==> src/rtl/move_pulse_gen_if.sv <==
// Button, game-state and move-pulse signals between the input conditioning
// stage (slave) and whatever drives the buttons and consumes the moves (master).
interface move_pulse_gen_if;
    logic       btn_up;
    logic       btn_down;
    logic       btn_left;
    logic       btn_right;
    logic       game_over;
    logic       game_tick;
    logic       move_up;
    logic       move_down;
    logic       move_left;
    logic       move_right;
    logic [2:0] dir_q;

    modport master (
        output btn_up, btn_down, btn_left, btn_right, game_over,
        input  game_tick, move_up, move_down, move_left, move_right, dir_q
    );

    modport slave (
        input  btn_up, btn_down, btn_left, btn_right, game_over,
        output game_tick, move_up, move_down, move_left, move_right, dir_q
    );
endinterface

==> src/rtl/move_pulse_gen.sv <==
// Synchronize/debounce four direction buttons, resolve one direction and emit
// one-cycle move pulses on the game tick. Optional macro: MOVE_LATCH_EN.
module move_pulse_gen #(
    parameter int DEBOUNCE_CYCLES = 4,
    parameter int TICK_CYCLES     = 8
) (
    input  logic             clk,
    input  logic             reset,
    move_pulse_gen_if.slave  bus
);

    localparam int DW = $clog2(DEBOUNCE_CYCLES + 1);
    localparam int TW = (TICK_CYCLES > 1) ? $clog2(TICK_CYCLES) : 1;
    localparam logic [DW-1:0] DEB_LAST  = DW'(DEBOUNCE_CYCLES - 1);
    localparam logic [TW-1:0] TICK_LAST = TW'(TICK_CYCLES - 1);

    typedef enum logic [2:0] {
        DIR_NONE  = 3'd0,
        DIR_UP    = 3'd1,
        DIR_DOWN  = 3'd2,
        DIR_LEFT  = 3'd3,
        DIR_RIGHT = 3'd4
    } dir_t;

    // Bit order matches direction code minus one: up, down, left, right.
    logic [3:0] raw;
    logic [3:0] level;

    assign raw = {bus.btn_right, bus.btn_left, bus.btn_down, bus.btn_up};

    generate
        for (genvar gi = 0; gi < 4; gi++) begin : g_btn
            logic          sync1_reg;
            logic          sync2_reg;
            logic          level_reg;
            logic [DW-1:0] cnt_reg;

            always_ff @(posedge clk or posedge reset) begin
                if (reset) begin
                    sync1_reg <= 1'b0;
                    sync2_reg <= 1'b0;
                    level_reg <= 1'b0;
                    cnt_reg   <= '0;
                end else begin
                    sync1_reg <= raw[gi];
                    sync2_reg <= sync1_reg;
                    if (sync2_reg == level_reg) begin
                        cnt_reg <= '0;
                    end else if (cnt_reg == DEB_LAST) begin
                        cnt_reg   <= '0;
                        level_reg <= ~level_reg;
                    end else begin
                        cnt_reg <= cnt_reg + 1'b1;
                    end
                end
            end

            assign level[gi] = level_reg;
        end
    endgenerate

    dir_t resolved;
    dir_t dir_reg;
    dir_t dir_next;

    always_comb begin
        resolved = DIR_NONE;
        if (level[0])      resolved = DIR_UP;
        else if (level[1]) resolved = DIR_DOWN;
        else if (level[2]) resolved = DIR_LEFT;
        else if (level[3]) resolved = DIR_RIGHT;
    end

    always_comb begin
        dir_next = dir_reg;
`ifdef MOVE_LATCH_EN
        // Held direction persists after release; game over drops it entirely.
        if (bus.game_over)
            dir_next = DIR_NONE;
        else if (resolved != DIR_NONE)
            dir_next = resolved;
`else
        dir_next = resolved;
`endif
    end

    logic [TW-1:0] tick_cnt_reg;
    logic          tick_wrap;
    logic          game_tick_reg;
    logic [3:0]    move_reg;
    logic [3:0]    move_next;

    assign tick_wrap = (tick_cnt_reg == TICK_LAST);

    // Pulses use dir_reg before this edge, so a same-edge direction change waits a tick.
    generate
        for (genvar gi = 0; gi < 4; gi++) begin : g_move
            assign move_next[gi] = tick_wrap && !bus.game_over && (dir_reg == dir_t'(gi + 1));
        end
    endgenerate

    always_ff @(posedge clk or posedge reset) begin
        if (reset) begin
            tick_cnt_reg  <= '0;
            game_tick_reg <= 1'b0;
            move_reg      <= '0;
            dir_reg       <= DIR_NONE;
        end else begin
            tick_cnt_reg  <= tick_wrap ? '0 : tick_cnt_reg + 1'b1;
            game_tick_reg <= tick_wrap;
            move_reg      <= move_next;
            dir_reg       <= dir_next;
        end
    end

    assign bus.game_tick  = game_tick_reg;
    assign bus.move_up    = move_reg[0];
    assign bus.move_down  = move_reg[1];
    assign bus.move_left  = move_reg[2];
    assign bus.move_right = move_reg[3];
    assign bus.dir_q      = dir_reg;

endmodule

==> src/flat_wrapper.sv <==
// flat-port wrapper written by rule: the top's interface ports become plain ports
module move_pulse_gen_flat 
#(
    parameter int DEBOUNCE_CYCLES = 4,
    parameter int TICK_CYCLES     = 8
)
  (clk, reset, bus_btn_up, bus_btn_down, bus_btn_left, bus_btn_right, bus_game_over, bus_game_tick, bus_move_up, bus_move_down, bus_move_left, bus_move_right, bus_dir_q);
  move_pulse_gen_if bus_i ();
  input  logic clk;
  input  logic reset;
  input wire logic [$bits(bus_i.btn_up)-1:0] bus_btn_up;
  input wire logic [$bits(bus_i.btn_down)-1:0] bus_btn_down;
  input wire logic [$bits(bus_i.btn_left)-1:0] bus_btn_left;
  input wire logic [$bits(bus_i.btn_right)-1:0] bus_btn_right;
  input wire logic [$bits(bus_i.game_over)-1:0] bus_game_over;
  output wire logic [$bits(bus_i.game_tick)-1:0] bus_game_tick;
  output wire logic [$bits(bus_i.move_up)-1:0] bus_move_up;
  output wire logic [$bits(bus_i.move_down)-1:0] bus_move_down;
  output wire logic [$bits(bus_i.move_left)-1:0] bus_move_left;
  output wire logic [$bits(bus_i.move_right)-1:0] bus_move_right;
  output wire logic [$bits(bus_i.dir_q)-1:0] bus_dir_q;
  assign bus_i.btn_up = bus_btn_up;
  assign bus_i.btn_down = bus_btn_down;
  assign bus_i.btn_left = bus_btn_left;
  assign bus_i.btn_right = bus_btn_right;
  assign bus_i.game_over = bus_game_over;
  assign bus_game_tick = bus_i.game_tick;
  assign bus_move_up = bus_i.move_up;
  assign bus_move_down = bus_i.move_down;
  assign bus_move_left = bus_i.move_left;
  assign bus_move_right = bus_i.move_right;
  assign bus_dir_q = bus_i.dir_q;
  move_pulse_gen #(.DEBOUNCE_CYCLES(DEBOUNCE_CYCLES), .TICK_CYCLES(TICK_CYCLES)) u_core (.clk(clk), .reset(reset), .bus(bus_i));
endmodule
==> config.mk <==
export PLATFORM = sky130hd
export DESIGN_NAME = move_pulse_gen_flat
export DESIGN_NICKNAME = d
export VERILOG_FILES = /design/src/rtl/move_pulse_gen_if.sv /design/src/rtl/move_pulse_gen.sv /design/src/flat_wrapper.sv
export SDC_FILE = /design/constraint.sdc
export NUM_CORES = 1
export LEC_CHECK = 0
export ABC_AREA = 1
export BUFFER_PORTS_ARGS = -buffer_cell sky130_fd_sc_hd__buf_2
export CELL_PAD_IN_SITES_DETAIL_PLACEMENT = 2
export CELL_PAD_IN_SITES_GLOBAL_PLACEMENT = 2
export CORE_ASPECT_RATIO = 1.25
export CORE_MARGIN = 3
export CORE_UTILIZATION = 35
export DETAILED_ROUTE_END_ITERATION = 8
export PLACE_DENSITY = 0.86
export SYNTH_ARGS = -nofsm -noshare
export SYNTH_HDL_FRONTEND = slang
export SYNTH_SLANG_ARGS = --single-unit
==> constraint.sdc <==
create_clock -name clk -period 1.6 [get_ports clk]
set_clock_uncertainty 0.15 [all_clocks]
set_input_delay 0.24 -clock clk [delete_from_list [all_inputs] [get_ports clk]]
set_output_delay 0.24 -clock clk [all_outputs]
set_load 0.005 [all_outputs]
==> key figures <==
Finish
  – Commonest non-fill, non-tap cell in the layout: dfrtp_1
  – Largest register FFs: 12
  – Final Util: 45.0%
  – Nets@finish: 174
  – Share of post-route cells with drive strength above 1: 16.0%
  – Design area: 1600 sq um
  – Area Growth Syn to Fin: 21.0%
  – Most frequent cells in the layout: 35 x dfrtp_1, 33 x nand2_1, 26 x inv_1
  – Fill count: 388
  – ANT cells: 0

Worst setup path
  – Worst Setup End Kind: flip-flop
  – Most frequent CP cell: ha_1
  – CP peak stage delay: 0.39 ns
  – R2R Setup Slk: 0.32 ns
  – Arr. time, crit path: 1.29 ns
  – CP Max Fanout: 4
  – Crit start category: flip-flop
  – CP required: 1.61 ns
  – Crit path max-delay cell type: dfrtp_1
  – Kind of critical path: reg2reg
  – CP cell instances: ha_1 -> ha_1 -> nand2_1 -> nor2_1

Clock network
  – Post-CTS Setup Bufs: 0
  – CTS tree: done
  – Later-pin clock latency in the skew report: 0.28 ns
  – Clock Path Buffers: 2
  – Clk slew on worst S/H paths: 0.06 ns
  – Root Buffer: clkbuf_8
  – CTS-repair resized insts: 0
  – H-tree depth: 2
  – CTS buffer count: 5
  – CTS Hold Bufs: 5
  – TritonCTS Sinks: 35

Synthesis
  – Post-Syn Instances: 134
  – Sequential share of the synthesized area: 66.4%
  – Syn_nets: 147
  – Yosys reg bits: 35
  – Netlist Area Pre-Place: 1320 sq um
  – Yosys Warn Count: 0
  – Yosys cell types: 10
  – Average cell area after synthesis: 9.84 sq um

Power and ir drop
  – Pleak: 0.878 nW
  – Peak supply drop: 0.000718 V
  – Cell area power density: 1520 nW/um^2

Drt
  – Post-route ant nets: 0
  – Via Count: 948
  – Vias/cell: 4.72
  – First-pass DRT Iterations: 4
  – Wire length per cell: 13.3 um
  – Total Wirelength: 2.68 mm
  – First-iteration detailed-routing DRC count: 16
  – DRC: 0

Floorplan
  – Horiz. Die Dim: 60.9 um
  – Die area: 4540 sq um
  – CORE AREA: 3540 sq um
  – Die Span Y: 74.6 um
  – Initial core utilization: 37.2%
  – I/O Pins: 15
  – Rows: 24

Run status
  – Status: complete, no violations

Timing
  – RSZ-0062 raised after global routing: no
  – Tcrit/Tclk final: 80.0%
  – Final setup TNS: 0 ns
  – Rel. slew slack: 71.7%
  – Setup Viol. Count Final: 0
  – Slew @ Worst Pin: 0.424 ns
  – Final Slew Violations: 0
  – Tmin final: 1.28 ns
  – Final WS setup: 0.320 ns
  – Hold Vio Cnt, Final: 0
  – Fmax: 781 MHz
  – Hold_ws: 0.136 ns

Global route
  – First-pass GRT wire length: 4.83 mm
  – GRT Residual Overflow: 0
  – Initial antenna violation count: 0
  – Number of global-route vias before repair: 1126
  – Largest net degree at the start of global routing: 36
  – GR Util All Layers: 14.9%

Placed design
  – RD Place Congestion: 0.734
  – DP Worst Slack: 0.322 ns
  – Hpwl dp: 2.08 mm
  – PortBufs: 14
  – Placement Cell Area: 1450 sq um

Flow run
  – MaxCap Viol Count: 0

Hold path
  – Hold WC Path Type: in2reg
==> per-layer routing <==
layer / GRT usage (%) / vias up / routed length [um]
met5: 0 / - / 0
met2: 29.8 / 20 / 1620
li1: - / 446 / -
met1: 13.6 / 475 / 900
met3: 3.60 / 7 / 103
met4: 6.51 / 0 / 52
==> power breakdown <==
group          switching [mW]  total, mW  internal (mW)
Combinational           0.341      0.557          0.216
Clock                   0.287      0.679          0.392
Sequential              0.131       1.19           1.06
Total                   0.759       2.43           1.67
==> worst max-delay path, delay by kind of cell, from the launching register on <==
kind / cells / cell delay, ns
DFF: 1 / 0.39
adders and majority gates: 2 / 0.42
and+or+nand+nor: 2 / 0.21
==> Yosys cell counts, drive strengths merged <==
| cell type | instances | area, sq um |
|---|---|---|
| nor2 | 19 | 71.3 |
| ha | 6 | 75.1 |
| a21oi | 1 | 5.00 |
| dfrtp | 35 | 876 |
| o21ai | 1 | 5.00 |
| inv | 28 | 105 |
| nand2 | 35 | 136 |
| nand3 | 9 | 45.0 |
==> area by class of cell <==
type | instances | area (sq um) | share of cell area (%)
Clock buffer | 8 | 100 | 6.27
Sequential cell | 35 | 876 | 54.9
Multi-Input combinational cell | 71 | 338 | 21.2
Inverter | 28 | 105 | 6.59
Timing Repair Buffer | 20 | 128 | 8.00
Tap cell | 39 | 48.8 | 3.06
==> through the flow <==
| stage | total power, mW | std cells |
|---|---|---|
| 6_report | 2.43 | 201 |
| 5_1_grt | 2.64 | 201 |
| 4_1_cts | 2.49 | 201 |
| 3_5_place_dp | 1.78 | 188 |
| 3_3_place_gp | 1.67 | 188 |
| 2_1_floorplan | 1.56 | 134 |
==> path summary, 6_finish.rpt <==
| path | startpoint | endpoint | depth (start not counted) |
|---|---|---|---|
| setup / recovery | u_core.tick_cnt_reg[0] | u_core.move_reg[1] | 4 |
| hold / removal | bus_game_over | u_core.move_reg[2] | 4 |
| setup reg to reg | u_core.tick_cnt_reg[0] | u_core.move_reg[1] | 4 |
| hold reg to reg | u_core.g_btn[1].sync1_reg | u_core.g_btn[1].sync2_reg | 0 |
| max in group asynchronous | reset | u_core.move_reg[2] | 4 |
| min in group asynchronous | reset | u_core.g_btn[1].sync1_reg | 4 |
==> logic make-up after synthesis <==
group / share of synthesized area [%]
buffers and inverters: 7.97
DFF: 66.4
and+or+nand+nor: 19.2
adders and majority gates: 5.69
AOI/OAI and AO/OA: 0.758
No activity file was read; power rests on OpenSTA's default activity.
